$ cat src/rtl/mux_sel_sequencer.sv
// mux_sel_sequencer: scans a 4:1 mux through sel codes 0..3 and packs x_in into frame.
// Optional macro SEQ_AUTO_RESTART_EN: frame handshake restarts the scan without start.
module mux_sel_sequencer #(
  parameter int unsigned DWELL = 2
) (
  input  logic       clk,
  input  logic       rst_n,
  input  logic       start,
  input  logic [1:0] x_in,
  input  logic       frame_ready,
  output logic [1:0] sel,
  output logic [7:0] frame,
  output logic       frame_valid,
  output logic       busy
);

  typedef enum logic [1:0] {
    IDLE = 2'd0,
    SCAN = 2'd1,
    HOLD = 2'd2
  } state_t;

  localparam logic [3:0] LAST = 4'(DWELL - 1);

  state_t     state;
  logic [3:0] cnt;

  // Scan sequencer: dwell on each sel code, capture x_in, then hold frame.
  always_ff @(posedge clk) begin
    if (!rst_n) begin
      state       <= IDLE;
      sel         <= 2'd0;
      cnt         <= 4'd0;
      frame       <= 8'h00;
      frame_valid <= 1'b0;
      busy        <= 1'b0;
    end else begin
      unique case (state)
        IDLE: begin
          if (start) begin
            state <= SCAN;
            busy  <= 1'b1;
            sel   <= 2'd0;
            cnt   <= 4'd0;
          end
        end
        SCAN: begin
          if (cnt == LAST) begin
            cnt <= 4'd0;
            frame[{sel, 1'b0} +: 2] <= x_in;
            if (sel == 2'd3) begin
              state       <= HOLD;
              frame_valid <= 1'b1;
              sel         <= 2'd0;
            end else begin
              sel <= sel + 2'd1;
            end
          end else begin
            cnt <= cnt + 4'd1;
          end
        end
        HOLD: begin
          if (frame_ready) begin
            frame_valid <= 1'b0;
`ifdef SEQ_AUTO_RESTART_EN
            state <= SCAN;
            sel   <= 2'd0;
            cnt   <= 4'd0;
`else
            state <= IDLE;
            busy  <= 1'b0;
`endif
          end
        end
        default: begin
          state       <= IDLE;
          sel         <= 2'd0;
          cnt         <= 4'd0;
          frame_valid <= 1'b0;
          busy        <= 1'b0;
        end
      endcase
    end
  end

endmodule

$ cat config.mk
export PLATFORM = sky130hd
export DESIGN_NAME = mux_sel_sequencer
export DESIGN_NICKNAME = d
export VERILOG_FILES = /design/src/rtl/mux_sel_sequencer.sv
export SDC_FILE = /design/constraint.sdc
export NUM_CORES = 1
export LEC_CHECK = 0
export BUFFER_PORTS_ARGS = -buffer_cell sky130_fd_sc_hd__buf_4
export CAP_MARGIN = 5
export CORE_MARGIN = 2
export CORE_UTILIZATION = 50
export DETAILED_ROUTE_END_ITERATION = 10
export PLACE_DENSITY = 0.73
export SYNTH_ARGS = -nofsm -noshare
export SYNTH_HDL_FRONTEND = slang
export SYNTH_SLANG_ARGS = --single-unit
$ cat constraint.sdc
create_clock -name clk -period 2.32 [get_ports clk]
set_input_delay 0.464 -clock clk [delete_from_list [all_inputs] [get_ports clk]]
set_output_delay 0.464 -clock clk [all_outputs]
set_load 0.005 [all_outputs]
# Yosys cells after proc, flatten, opt, wreduce, memory -nomap -nowiden
# Cells that the tools add are included.
[word_totals] regBits=18 out_inout_bits=12
[op_classes] n_addsub=3 n_eq_ne=8 shift=2 mux=19 bitwise=3 n_reduce_logical=7
[ops] op="2-bit two-way mux" count=7
[ops] op="2-bit case mux with 3 select lines" count=2
[ops] op="4-bit case mux with 3 select lines" count=1
[ops] op="8-bit bitwise mux" count=1
[ops] op="4-bit two-way mux" count=2
[ops] op="2-bit inequality test, second input constant" count=4
[ops] op="4-bit AND reduction" count=2
[ops] op="2-bit by 5-bit variable shift with 8-bit output, first input constant" count=1
[ops] op="2-bit by 5-bit variable part select with 8-bit output" count=1
[ops] op="1-bit case mux with 3 select lines" count=2
[ops] op="3-bit AND reduction" count=2
[ops] op="3-bit negation with 5-bit output" count=1
[ops] op="4-bit by 1-bit adder with 4-bit output, second input constant" count=1
[ops] op="2-bit == test, second input constant" count=2
[ops] op="4-bit by 1-bit == test with 1-bit output, second input constant" count=1
[ops] op="1-bit two-way mux" count=4
[ops] op="2-bit AND reduction" count=2
[ops] op="1-bit NOT" count=3
[ops] op="2-bit by 1-bit adder with 2-bit output, second input constant" count=1
[ops] op="2-bit by 1-bit == test with 1-bit output, second input constant" count=1
[ops] op="2-bit zero test" count=1

# Logic depth before layout (Yosys ltp)
# Gate-level depths: netlist of run 1.
[logic_depth] depth_word=4 ltp_mapped=6 mapped_depth_nobuf=5

# Worst setup path before layout of run 1
# No wires, ideal clock.
[synth_path] path_kind="register to register" start="register sel[0]" end="register frame[2]" t_arrival_ps=1469 setup_slack_ps=779 stages_incl_launch_ff=6 path_buffers=0 cell_sequence="dfxtp_1 -> inv_1 -> ha_1 -> nor4bb_1 -> nand3_1 -> mux2i_1"
[synth_between] elab_chain_len=3 elab_cells_between_ends=4 cone_classes="1 x add/sub; 2 x shift; 1 x mux"
[synth_rtl] item="start, declared" line_no="11" rtl="output logic [1:0] sel,"
[synth_rtl] item="start signal, assigned" line_no="56" rtl="sel <= sel + 2'd1;"
[synth_rtl] item="3-bit negation with 5-bit output (*)" line_no="50" rtl="frame[{sel, 1'b0} +: 2] <= x_in;"
[synth_rtl] item="2-bit by 5-bit variable part select with 8-bit output or 2-bit by 5-bit variable shift with 8-bit output (tied branches)" line_no="50"
[synth_rtl] item="8-bit bitwise mux (*)" line_no="50"
[synth_rtl] item="end signal, assigned by index" line_no="50"
[synth_rtl] item="end, declared" line_no="12" rtl="output logic [7:0] frame,"
# Every way passes the cells marked *; elsewhere a longest branch is shown, timed or not.
# A chain may end at the register's enable or synchronous reset.

# Worst setup path after layout of run 1
[layout_path] start="register sel[0]" end="register frame[7]"
# Same word-level chain as after synthesis.

==> results of run 1 <==
[per-stage QoR]
step,total power [uW],setup WS (ps),instances,hold slack (ps)
6_report,543.6,498.0,152,430.7
5_1_grt,566.4,348.9,152,448.6
4_1_cts,548.4,536.6,152,429.0
3_5_place_dp,393.9,551.5,149,452.6
3_3_place_gp,392.8,631.9,149,445.4
2_1_floorplan,369.8,779.3,111,451.1
[worst max path at each step]
stage / endpoint / slack, ps / cells after the start
CTS: frame[3] / 540 / 5
detailed placement: frame[3] / 550 / 5
finish: frame[7] / 500 / 5
global route: frame[3] / 350 / 5
floorplan: frame[2] / 780 / 5
global placement: frame[2] / 630 / 5
[sequential cells by signal (all words and copies together), names as in the netlist]
name,flops
state,2
frame_valid,1
busy,1
cnt,4
frame,8
sel,2
[cell usage after synthesis, drive strengths merged (2+ instances only)]
master,number,area [um^2]
a21oi,4,20.02
a31oi,4,25.02
a41o,2,20.02
buf,4,18.76
dfxtp,18,360.4
ha,8,100.1
inv,3,11.26
mux2i,6,60.06
nand2,11,41.29
nand2b,5,31.28
nand3,11,55.05
nand3b,5,37.54
nand4,3,18.77
nor2,4,15.01
nor3b,2,20.02
o21ai,2,10.01
o311ai,2,17.52
or3,4,25.02
[routing by layer]
metal	part of all wire	GRT usage	vias up	routed length, um
li1	-	-	443	-
met1	0.48	0.2793	415	1012
met2	0.44	0.2974	28	927
met3	0.066	0.06667	2	139
met4	0.0072	0.05405	0	15
met5	0	0	-	0
[logic make-up after synthesis]
group                    share of synthesized area
flip-flops                                  0.3683
AO/OA/AOI/OAI                               0.1189
AND/OR/NAND/NOR                             0.3108
adder cells (fa/ha/maj)                     0.1023
buffers and inverters                      0.03835
multiplexers                               0.06138
[area by class of cell]
type	count	share of cell area
sequential	18	0.3148
tap	25	0.02732
multi-input combinational	84	0.5071
inverter	4	0.01311
clock buffer	3	0.01967
timing repair buffer	18	0.1180
[where the power goes]
part / switching, uW / internal [uW]
clock network: 95.5 / 60.5
registers: 9.06 / 315
logic: 36.5 / 27.1
==> insert_results.sql, run 1 <==
INSERT INTO impl_metrics (metric_group, metric, value, unit) VALUES
('yosys', 'syn_nets', '125', ''),
('sta', 'measured_slew_at_the_worst_slew_check_pin', '564.7', 'ps'),
('detailed_routing', 'detail_route.drc_violations', '0', ''),
('flow_run', 'maxCapViolations', '0', ''),
('yosys', 'synth.yosys.seq_area_share', '0.3683', ''),
('sta', 'timing.final.crit_share', '0.7854', ''),
('global_route', 'grt_antenna_before_repair', '0', ''),
('critical_path', 'reg2reg_depth', '5', ''),
('sta', 'timing.max_slew.rel_slack', '0.6219', ''),
('sta', 'setup-violations-final', '0', ''),
('hold_path', 'worst_hold_path.endpoint', 'frame[4]', ''),
('global_route', 'grt_first_pass_wirelength', '3.270', 'mm'),
('floorplan', 'core_area', '1783', 'um^2'),
('critical_path', 'timing.critical_path.slowest_stage_cell', 'sky130_fd_sc_hd__dfxtp_1', ''),
('floorplan', 'num_io_pins', '18', ''),
('yosys', 'netlist_area', '978.4', 'um^2'),
('critical_path', 'path_cells', 'inv_1 > ha_1 > nor4b_1 > nand3_1 > mux2i_1', ''),
('global_route', 'first_global_vias', '744', ''),
('critical_path', 'worst_path_maximum_fanout', '11', ''),
('yosys', 'post_synth_num_cell_types', '34', ''),
('clocking', 'post-cts-setup-buffer-count', '0', ''),
('critical_path', 'reg2reg_from', 'sel[0]', ''),
('yosys', 'flip_flop_and_latch_count_after_synthesis', '18', ''),
('finish', 'areaGrowthSynthToFinish', '17.01', '%'),
('critical_path', 'critical_path.startpoint_type', 'flip-flop', ''),
('clocking', 'cts_root_buf', 'sky130_fd_sc_hd__clkbuf_4', ''),
('yosys', 'yosysWarningCount', '0', ''),
('finish', 'finish.utilization', '0.6421', ''),
('hold_path', 'worst_hold_class', 'in2reg', ''),
('clocking', 'clk_path_buf_depth', '2', ''),
('finish', 'regArea', '360.3', 'um^2'),
('sta', 'unrepaired_setup_endpoints_after_global_routing', 'false', ''),
('critical_path', 'worst_setup_path_startpoint', 'sel[0]', ''),
('finish', 'antenna_cells_inserted', '0', ''),
('clocking', 'cts.hold.buffers_added', '0', ''),
('detailed_routing', 'avgRoutedWirePerCell', '13.78', 'um'),
('critical_path', 'critical_path_buf_inv_count', '1', ''),
('sta', 'max_clock_freq', '548.8', 'MHz'),
('run_status', 'run_status', 'finished, final reports clean', ''),
('critical_path', 'worstSetupEndpointType', 'flip-flop', ''),
('clocking', 'worst_skew_pair.late_latency', '290', 'ps'),
('global_route', 'global_route.overflow_total', '0', ''),
('finish', 'drive_above_1_share', '0.1732', ''),
('critical_path', 'rrSetupSlack', '500', 'ps'),
('placement', 'dp.final_hpwl', '1.486', 'mm'),
('critical_path', 'cp_top_family', 'flip-flops', ''),
('placement', 'dpl-instance-area', '1122', 'um^2'),
('floorplan', 'floorplan.rows', '15', ''),
('sta', 'hold_viol_final', '0', ''),
('placement', 'globalplace.congestion', '0.7440', ''),
('yosys', 'synth-main-ff-cell', 'sky130_fd_sc_hd__dfxtp_1', ''),
('yosys', 'synth_edf_count', '0', ''),
('finish', 'leading_cell_types_in_the_layout_fill_and_taps_excluded', 'sky130_fd_sc_hd__dfxtp_1 (18), sky130_fd_sc_hd__buf_4 (18), sky130_fd_sc_hd__nand3_1 (11), sky130_fd_sc_hd__nand2_1 (11), sky130_fd_sc_hd__ha_1 (8)', ''),
('clocking', 'postCtsResizedCells', '0', ''),
('pwr', 'cellLeakagePower', '0.0004882', 'uW'),
('sta', 'fin_tns_setup', '0', 'ps'),
('sta', 'finalCriticalPeriod', '1822', 'ps'),
('critical_path', 'critical_path.reg2reg.endpoint', 'frame[7]', ''),
('critical_path', 'cp_data_required_time', '2550', 'ps'),
('detailed_routing', 'drt_pass1_iterations', '4', ''),
('clocking', 'cts.sink_count', '18', ''),
('hold_path', 'hold_path.startpoint', 'x_in[0]', ''),
('yosys', 'synth_async_sr_flop_share', '0', ''),
('yosys', 'netlist_instances', '111', ''),
('pwr', 'vdd.ir_drop.worst', '0.3188', 'mV'),
('floorplan', 'fp.dieH', '48.24', 'um'),
('detailed_routing', 'number_of_drc_violations_after_detailed_routing_iteration_0', '9', ''),
('detailed_routing', 'routed_wirelength', '2.094', 'mm'),
('global_route', 'grt_usage', '0.2009', ''),
('floorplan', 'die_area', '2327', 'um^2'),
('finish', 'multi_input_area', '580.6', 'um^2');
Note: power is estimated with default switching activity, not from simulation.
==> run 2: changes to the inputs <==
ABC_AREA = 1   (was default)
clock period = 1.9 ns   (was 2.32 ns; I/O delays follow)
==> run 2 against run 1 <==
Net effect: first-iteration DRC count grew 11%; setup slack lost 180 ps; sequential share of layout area shrank 0.61 points; register-to-register slack lost 180 ps.
==> insert_results.sql, run 2 <==
INSERT INTO impl_metrics (metric_group, metric, value, unit) VALUES
('run_status', 'run_status', 'finished, final reports clean', ''),
('detailed_routing', 'detail_route.drc_violations', '0', ''),
('finish', 'layout_commonest_cell', 'sky130_fd_sc_hd__nand2_1', ''),
('clocking', 'ctsHtreeMaxLevel', '1', ''),
('pwr', 'totalPowerFinal', '796.7', 'uW'),
('yosys', 'netlist_area', '991.0', 'um^2'),
('floorplan', 'die_area', '2354', 'um^2'),
('sta', 'whs', '333.5', 'ps'),
('yosys', 'synth.yosys.seq_area_share', '0.3636', ''),
('critical_path', 'critical_path.startpoint_type', 'flip-flop', ''),
('global_route', 'global_route.overflow_total', '0', ''),
('global_route', 'first_global_vias', '832', ''),
('finish', 'multi_input_area', '548.0', 'um^2'),
('yosys', 'synth_edf_count', '0', ''),
('sta', 'measured_slew_at_the_worst_slew_check_pin', '397.8', 'ps'),
('critical_path', 'cp_data_required_time', '2130', 'ps'),
('sta', 'clock_skew', '3.487', 'ps'),
('clocking', 'clk_path_buf_depth', '2', ''),
('yosys', 'top_area_cells_in_the_synthesized_netlist', 'sky130_fd_sc_hd__dfxtp_1 (36%), sky130_fd_sc_hd__nand2_1 (14%), sky130_fd_sc_hd__ha_1 (10%)', ''),
('sta', 'setup-violations-final', '0', ''),
('clocking', 'cts.hold.buffers_added', '0', ''),
('pwr', 'cellLeakagePower', '0.0005404', 'uW'),
('sta', 'fin_tns_setup', '0', 'ps'),
('clocking', 'postCtsResizedCells', '0', ''),
('yosys', 'yosysWarningCount', '0', ''),
('finish', 'areaGrowthSynthToFinish', '17.80', '%'),
('yosys', 'yosys.cell_count.top_type', 'sky130_fd_sc_hd__nand2_1', ''),
('finish', 'drive_above_1_share', '0.1914', ''),
('clocking', 'post-cts-setup-buffer-count', '0', ''),
('finish', 'largest_register_ff_count', '8', ''),
('critical_path', 'cp_slowest_stage_delay', '430', 'ps'),
('pwr', 'share_of_power_burned_in_combinational_logic', '0.249', ''),
('sta', 'timing.max_slew.rel_slack', '0.7345', ''),
('yosys', 'netlist_instances', '143', ''),
('detailed_routing', 'vias_per_cell', '4.873', ''),
('critical_path', 'worstSetupEndpointType', 'flip-flop', ''),
('clocking', 'cts_tree', 'done', ''),
('placement', 'globalplace.congestion', '0.9151', ''),
('detailed_routing', 'final_antenna_net_count', '0', ''),
('finish', 'fillCellCount', '197', ''),
('finish', 'largest_register_by_flop_count', 'frame', ''),
('finish', 'regArea', '360.3', 'um^2'),
('sta', 'max_slew_vio_count', '0', ''),
('global_route', 'grt_usage', '0.1815', ''),
('hold_path', 'worst_hold_class', 'in2reg', ''),
('detailed_routing', 'vias', '921', ''),
('yosys', 'post_synth_most_frequent_cells', 'sky130_fd_sc_hd__nand2_1 (37), sky130_fd_sc_hd__nor2_1 (21), sky130_fd_sc_hd__dfxtp_1 (18), sky130_fd_sc_hd__inv_1 (15), sky130_fd_sc_hd__nand3_1 (14)', ''),
('floorplan', 'core_area', '1922', 'um^2'),
('critical_path', 'timing.critical_path.arrival', '1820', 'ps'),
('clocking', 'cts.sink_count', '18', ''),
('global_route', 'grt_antenna_before_repair', '0', ''),
('placement', 'dp.final_hpwl', '1.547', 'mm'),
('sta', 'hold_viol_final', '0', ''),
('finish', 'antenna_cells_inserted', '0', ''),
('pwr', 'vdd.ir_drop.worst', '0.3841', 'mV'),
('critical_path', 'path_cells', 'inv_1 > ha_1 > inv_1 > nor2_1 > nand2_1 > nor2_1 > nand3_1 > a21oi_2', ''),
('detailed_routing', 'routed_wirelength', '1.959', 'mm'),
('yosys', 'synth-main-ff-cell', 'sky130_fd_sc_hd__dfxtp_1', ''),
('pwr', 'power_per_cell_area', '682.5', 'nW/um^2'),
('finish', 'largest_registers', 'frame x8, cnt x4', ''),
('critical_path', 'timing.critical_path.slowest_stage_cell', 'sky130_fd_sc_hd__dfxtp_1', ''),
('pwr', 'p_int', '544.5', 'uW'),
('finish', 'leading_cell_types_in_the_layout_fill_and_taps_excluded', 'sky130_fd_sc_hd__nand2_1 (37), sky130_fd_sc_hd__nor2_1 (21), sky130_fd_sc_hd__dfxtp_1 (18), sky130_fd_sc_hd__buf_4 (18), sky130_fd_sc_hd__inv_1 (15)', ''),
('flow_run', 'maxCapViolations', '0', ''),
('pwr', 'seqPwrFrac', '0.517', ''),
('global_route', 'grt_first_pass_wirelength', '3.381', 'mm'),
('clocking', 'worst_skew_pair.late_latency', '290', 'ps'),
('floorplan', 'floorplan.rows', '16', ''),
('finish', 'finish.utilization', '0.6074', ''),
('yosys', 'avgSynthCellArea', '6.930', 'um^2'),
('floorplan', 'fp.dieH', '48.52', 'um'),
('sta', 'finalCriticalPeriod', '1586', 'ps'),
('yosys', 'synth_async_sr_flop_share', '0', ''),
('floorplan', 'die_w', '48.52', 'um'),
('global_route', 'grt_start_max_net_pins', '14', ''),
('clocking', 'clock_buffer_count_from_cts', '3', ''),
('yosys', 'flip_flop_and_latch_count_after_synthesis', '18', ''),
('sta', 'unrepaired_setup_endpoints_after_global_routing', 'false', ''),
('pwr', 'power.clock.fraction', '0.234', ''),
('finish', 'final_nets', '178', ''),
('placement', 'port_buffers', '17', ''),
('sta', 'max_clock_freq', '630.5', 'MHz'),
('detailed_routing', 'avgRoutedWirePerCell', '10.37', 'um'),
('sta', 'timing.final.crit_share', '0.8348', ''),
('yosys', 'post_synth_num_cell_types', '23', ''),
('yosys', 'netlist.top_cell.by_area', 'sky130_fd_sc_hd__dfxtp_1', ''),
('yosys', 'synth_top_area_share', '0.3636', ''),
('clocking', 'clk_pin_slew_worst_paths', '100', 'ps'),
('pwr', 'fraction_of_power_spent_switching_nets', '0.3166', ''),
('floorplan', 'effective_utilization_at_floorplan', '0.5156', ''),
('detailed_routing', 'drt_pass1_iterations', '4', ''),
('floorplan', 'num_io_pins', '18', ''),
('pwr', 'switching_power', '252.3', 'uW'),
('detailed_routing', 'number_of_drc_violations_after_detailed_routing_iteration_0', '10', ''),
('yosys', 'syn_nets', '157', ''),
('clocking', 'cts_root_buf', 'sky130_fd_sc_hd__clkbuf_4', ''),
('critical_path', 'worst_path_maximum_fanout', '5', ''),
('critical_path', 'worst-setup-path-type', 'reg2reg', '');
## run 2: cell types whose count changed after synthesis, sizes merged, moves of 3 or more
cell	delta
a31oi	-4
a21oi	+6
mux2i	-6
buf	-3
inv	+15
nand2	+29
nor2	+18
nand3b	-4
or3	-4
nand3	+3
nand2b	-5
## run 2: power groups by stage
| stage | combinational, uW | clock [uW] | sequential [uW] |
|---|---|---|---|
| 2_1_floorplan | 135 | 0 | 425 |
| 3_3_place_gp | 193 | 0 | 419 |
| 3_5_place_dp | 198 | 0 | 420 |
| 4_1_cts | 199 | 193 | 412 |
| 5_1_grt | 228 | 211 | 415 |
| 6_report | 198 | 187 | 412 |
## run 2: metal layers
metal	vias up	wire length, um	GRT usage
li1	493	-	-
met1	413	894	0.2183
met2	13	976	0.3241
met3	2	75	0.03704
met4	0	13	0.05714
met5	-	0	0
## run 2: kinds of logic after synthesis
| group | after synthesis | synth area share |
|---|---|---|
| DFF | 18 | 0.3636 |
| and+or+nand+nor | 80 | 0.3460 |
| xor gates and xnor gates | 1 | 0.008840 |
| buffers and inverters | 20 | 0.08332 |
| adders and majority gates | 8 | 0.1010 |
| AOI/OAI and AO/OA | 16 | 0.09723 |
## run 2: final timing paths
kind / from / endpoint / slack, ps / cells after the start
min: x_in[1] / frame[1] / 330 / 3
max: sel[1] / frame[5] / 310 / 8
min reg2reg: frame[0] / frame[0] / 470 / 2
max reg2reg: sel[1] / frame[5] / 310 / 8
## run 2: final cells by class
type | instances | area share
clock buffers | 3 | 0.01929
inverters | 18 | 0.05788
repair buffers | 18 | 0.1158
multi-input cells | 105 | 0.4695
flip-flops and latches | 18 | 0.3087
well taps | 27 | 0.02894
## run 2: critical path, delay by kind of cell, from the launching register on
| family | cells | cell delay [ps] |
|---|---|---|
| AOI/OAI and AO/OA | 1 | 120 |
| buffers and inverters | 2 | 200 |
| DFF | 1 | 430 |
| adders and majority gates | 1 | 370 |
| and+or+nand+nor | 4 | 390 |
## run 2: stage by stage
stage	area [um^2]	worst slack (ps)	std cells
final	1167	313.8	189
after global routing	1167	139.2	189
after CTS	1167	315.9	189
after detailed placement	1145	345.2	186
after global placement	1145	461.1	186
after floorplan	991.0	363.3	143
==> run 3: changes to the inputs <==
CORE_UTILIZATION = 48   (was 50)
clock period = 1.3 ns   (was 1.9 ns; I/O delays follow)
==> run 3 against run 2 <==
Net effect: fmax rose by 25%; global-route usage is 0.81 points lower; sequential power grew 46%; clock power increased by 90%; core utilization is 5.5 points higher; sequential share of layout area decreased by 2.7 points; sequential cell count unchanged; combinational power rose by 90%; critical endpoint is now frame[6].
==> insert_results.sql, run 3 (synthesized netlist as in run 2, its figures left out) <==
INSERT INTO impl_metrics (metric_group, metric, value, unit) VALUES
('run_status', 'run_status', 'finished, final reports clean', ''),
('critical_path', 'worstSetupEndpointType', 'flip-flop', ''),
('clocking', 'clock_buffer_count_from_cts', '3', ''),
('critical_path', 'cp_data_required_time', '1550', 'ps'),
('clocking', 'worst_skew_pair.late_latency', '300', 'ps'),
('placement', 'globalplace.congestion', '0.8563', ''),
('detailed_routing', 'routed_wirelength', '2.138', 'mm'),
('sta', 'timing.max_slew.rel_slack', '0.7242', ''),
('floorplan', 'die_w', '49.44', 'um'),
('critical_path', 'worst_path_maximum_fanout', '4', ''),
('finish', 'areaGrowthSynthToFinish', '31.19', '%'),
('critical_path', 'cp_slowest_stage_delay', '360', 'ps'),
('sta', 'max_clock_freq', '789.4', 'MHz'),
('sta', 'unrepaired_setup_endpoints_after_global_routing', 'true', ''),
('clocking', 'cts_root_buf', 'sky130_fd_sc_hd__clkbuf_4', ''),
('detailed_routing', 'detail_route.drc_violations', '0', ''),
('placement', 'dp.final_hpwl', '1.537', 'mm'),
('detailed_routing', 'final_antenna_net_count', '0', ''),
('finish', 'largest_register_by_flop_count', 'frame', ''),
('clocking', 'cts.hold.buffers_added', '0', ''),
('global_route', 'global_route.overflow_total', '0', ''),
('global_route', 'grt_usage', '0.1733', ''),
('detailed_routing', 'wl_met1', '992', 'um'),
('finish', 'layoutNonFillerInstCount', '200', ''),
('hold_path', 'worst_hold_class', 'in2reg', ''),
('critical_path', 'path_cells', 'inv_2 > ha_4 > buf_4 > nor2_2 > nand4_1 > nand3_1 > nand2_1 > nor2_1', ''),
('sta', 'max_slew_vio_count', '0', ''),
('detailed_routing', 'number_of_drc_violations_after_detailed_routing_iteration_0', '27', ''),
('placement', 'placed_cells_incl_taps', '192', ''),
('clocking', 'clk_pin_slew_worst_paths', '110', 'ps'),
('clocking', 'cts_tree', 'done', ''),
('critical_path', 'timing.critical_path.slowest_stage_cell', 'sky130_fd_sc_hd__dfxtp_4', ''),
('sta', 'measured_slew_at_the_worst_slew_check_pin', '413.3', 'ps'),
('sta', 'clock_skew', '5.278', 'ps'),
('critical_path', 'worst-setup-path-type', 'reg2reg', ''),
('pwr', 'cellLeakagePower', '0.0006006', 'uW'),
('global_route', 'grt_start_max_net_pins', '12', ''),
('sta', 'timing.final.crit_share', '0.9745', ''),
('finish', 'final_nets', '188', ''),
('detailed_routing', 'avgRoutedWirePerCell', '10.69', 'um'),
('detailed_routing', 'met3_length', '90', 'um'),
('global_route', 'grt_antenna_before_repair', '0', ''),
('sta', 'finalCriticalPeriod', '1267', 'ps'),
('finish', 'layout_commonest_cell', 'sky130_fd_sc_hd__nand2_1', ''),
('clocking', 'clk_path_buf_depth', '2', ''),
('placement', 'place_worst_setup_slack', '12.62', 'ps'),
('floorplan', 'floorplan.rows', '16', ''),
('flow_run', 'maxCapViolations', '0', ''),
('finish', 'largest_register_ff_count', '8', ''),
('global_route', 'first_global_vias', '809', ''),
('critical_path', 'timing.critical_path.arrival', '1520', 'ps'),
('clocking', 'cts.sink_count', '18', ''),
('floorplan', 'num_io_pins', '18', ''),
('global_route', 'grt_first_pass_wirelength', '3.339', 'mm'),
('detailed_routing', 'highest_signal_layer_in_the_routed_design', 'met4', ''),
('floorplan', 'die_area', '2444', 'um^2'),
('finish', 'largest_registers', 'frame x8, cnt x4', ''),
('finish', 'leading_cell_types_in_the_layout_fill_and_taps_excluded', 'sky130_fd_sc_hd__nand2_1 (34), sky130_fd_sc_hd__buf_4 (28), sky130_fd_sc_hd__nor2_1 (18)', ''),
('critical_path', 'critical_path.startpoint_type', 'flip-flop', ''),
('finish', 'antenna_cells_inserted', '0', ''),
('finish', 'drive_above_1_share', '0.3295', ''),
('sta', 'setup-violations-final', '0', ''),
('floorplan', 'core_area', '1962', 'um^2'),
('critical_path', 'critical_path_buf_inv_count', '2', ''),
('sta', 'post-route-worst-setup-slack', '33.16', 'ps'),
('detailed_routing', 'vias_per_cell', '4.860', ''),
('sta', 'hold_viol_final', '0', ''),
('critical_path', 'cp_top_family', 'simple AND/OR/NAND/NOR gates', ''),
('placement', 'port_buffers', '17', ''),
('pwr', 'vdd.ir_drop.worst', '0.5771', 'mV'),
('floorplan', 'fp.dieH', '49.44', 'um'),
('floorplan', 'effective_utilization_at_floorplan', '0.5051', ''),
('clocking', 'ctsHtreeMaxLevel', '1', ''),
('detailed_routing', 'dr_wl_met2', '1.019', 'mm'),
('pwr', 'power_per_cell_area', '1027', 'nW/um^2'),
('detailed_routing', 'vias', '972', ''),
('detailed_routing', 'drt_pass1_iterations', '5', '');
[run 3: cell count changes in the layout (fill, tap and decap cells not counted), sizes merged]
| cell | previous run | this run |
|---|---|---|
| buf | 18 | 28 |
| clkbuf | 3 | 4 |
[run 3: path summary, 6_finish.rpt]
path,startpoint,endpoint,slack (ps),cells after the start
worst max-delay path,sel[0],frame[6],30,8
worst min register to register,frame[2],frame[2],470,2
worst max register to register,sel[0],frame[6],30,8
worst min-delay path,x_in[1],frame[1],210,3
[run 3: tightest hold or removal path, stage by stage]
cell and delay (ps):
sky130_fd_sc_hd__buf_4 90, sky130_fd_sc_hd__a21oi_1 50, sky130_fd_sc_hd__nor2_1 80
[run 3: routing by layer]
layer,vias up,GRT usage
met5,-,0
met4,0,0.06944
met3,5,0.02761
met2,24,0.2905
met1,431,0.2214
li1,512,-
[run 3: timing repair]
| item | CTS | global route |
|---|---|---|
| buffers inserted | 0 | 4 |
| resized for setup | 2 | 11 |
| cloned | 0 | 0 |
| pin swaps | 0 | 2 |
| endpoints found under the hold margin | 0 | 0 |
| endpoints found under the setup margin | 3 | 15 |
[run 3: stage by stage]
| step | hold WS, ps | utilization | cell area [um^2] | total power [uW] | setup TNS (ps) |
|---|---|---|---|---|---|
| 5_1_grt | 218.3 | 0.6626 | 1300 | 1412 | -161.4 |
| 4_1_cts | 203.9 | 0.6358 | 1247 | 1297 | 0 |
| 3_3_place_gp | 451.6 | 0.6148 | 1206 | 936.3 | -9.009 |
| 3_5_place_dp | 457.1 | 0.6148 | 1206 | 941.8 | 0 |
| 2_1_floorplan | 385.8 | - | 1007 | 833.2 | 0 |
| 6_report | 209.1 | 0.6626 | 1300 | 1335 | 0 |
[run 3: layout make-up]
| class | instances | area [um^2] |
|---|---|---|
| Timing Repair Buffer | 28 | 210.2 |
| Sequential cell | 18 | 366.6 |
| Inverter | 18 | 70.07 |
| Tap cell | 27 | 33.78 |
| Multi-Input combinational cell | 105 | 583.1 |
| Fill cell | 190 | 661.9 |
| Clock buffer | 4 | 36.28 |
[run 3: power breakdown]
| group | total (uW) | internal (uW) | switching, uW |
|---|---|---|---|
| clock network | 356 | 171 | 185 |
| logic | 377 | 162 | 215 |
| registers | 602 | 581 | 20.9 |
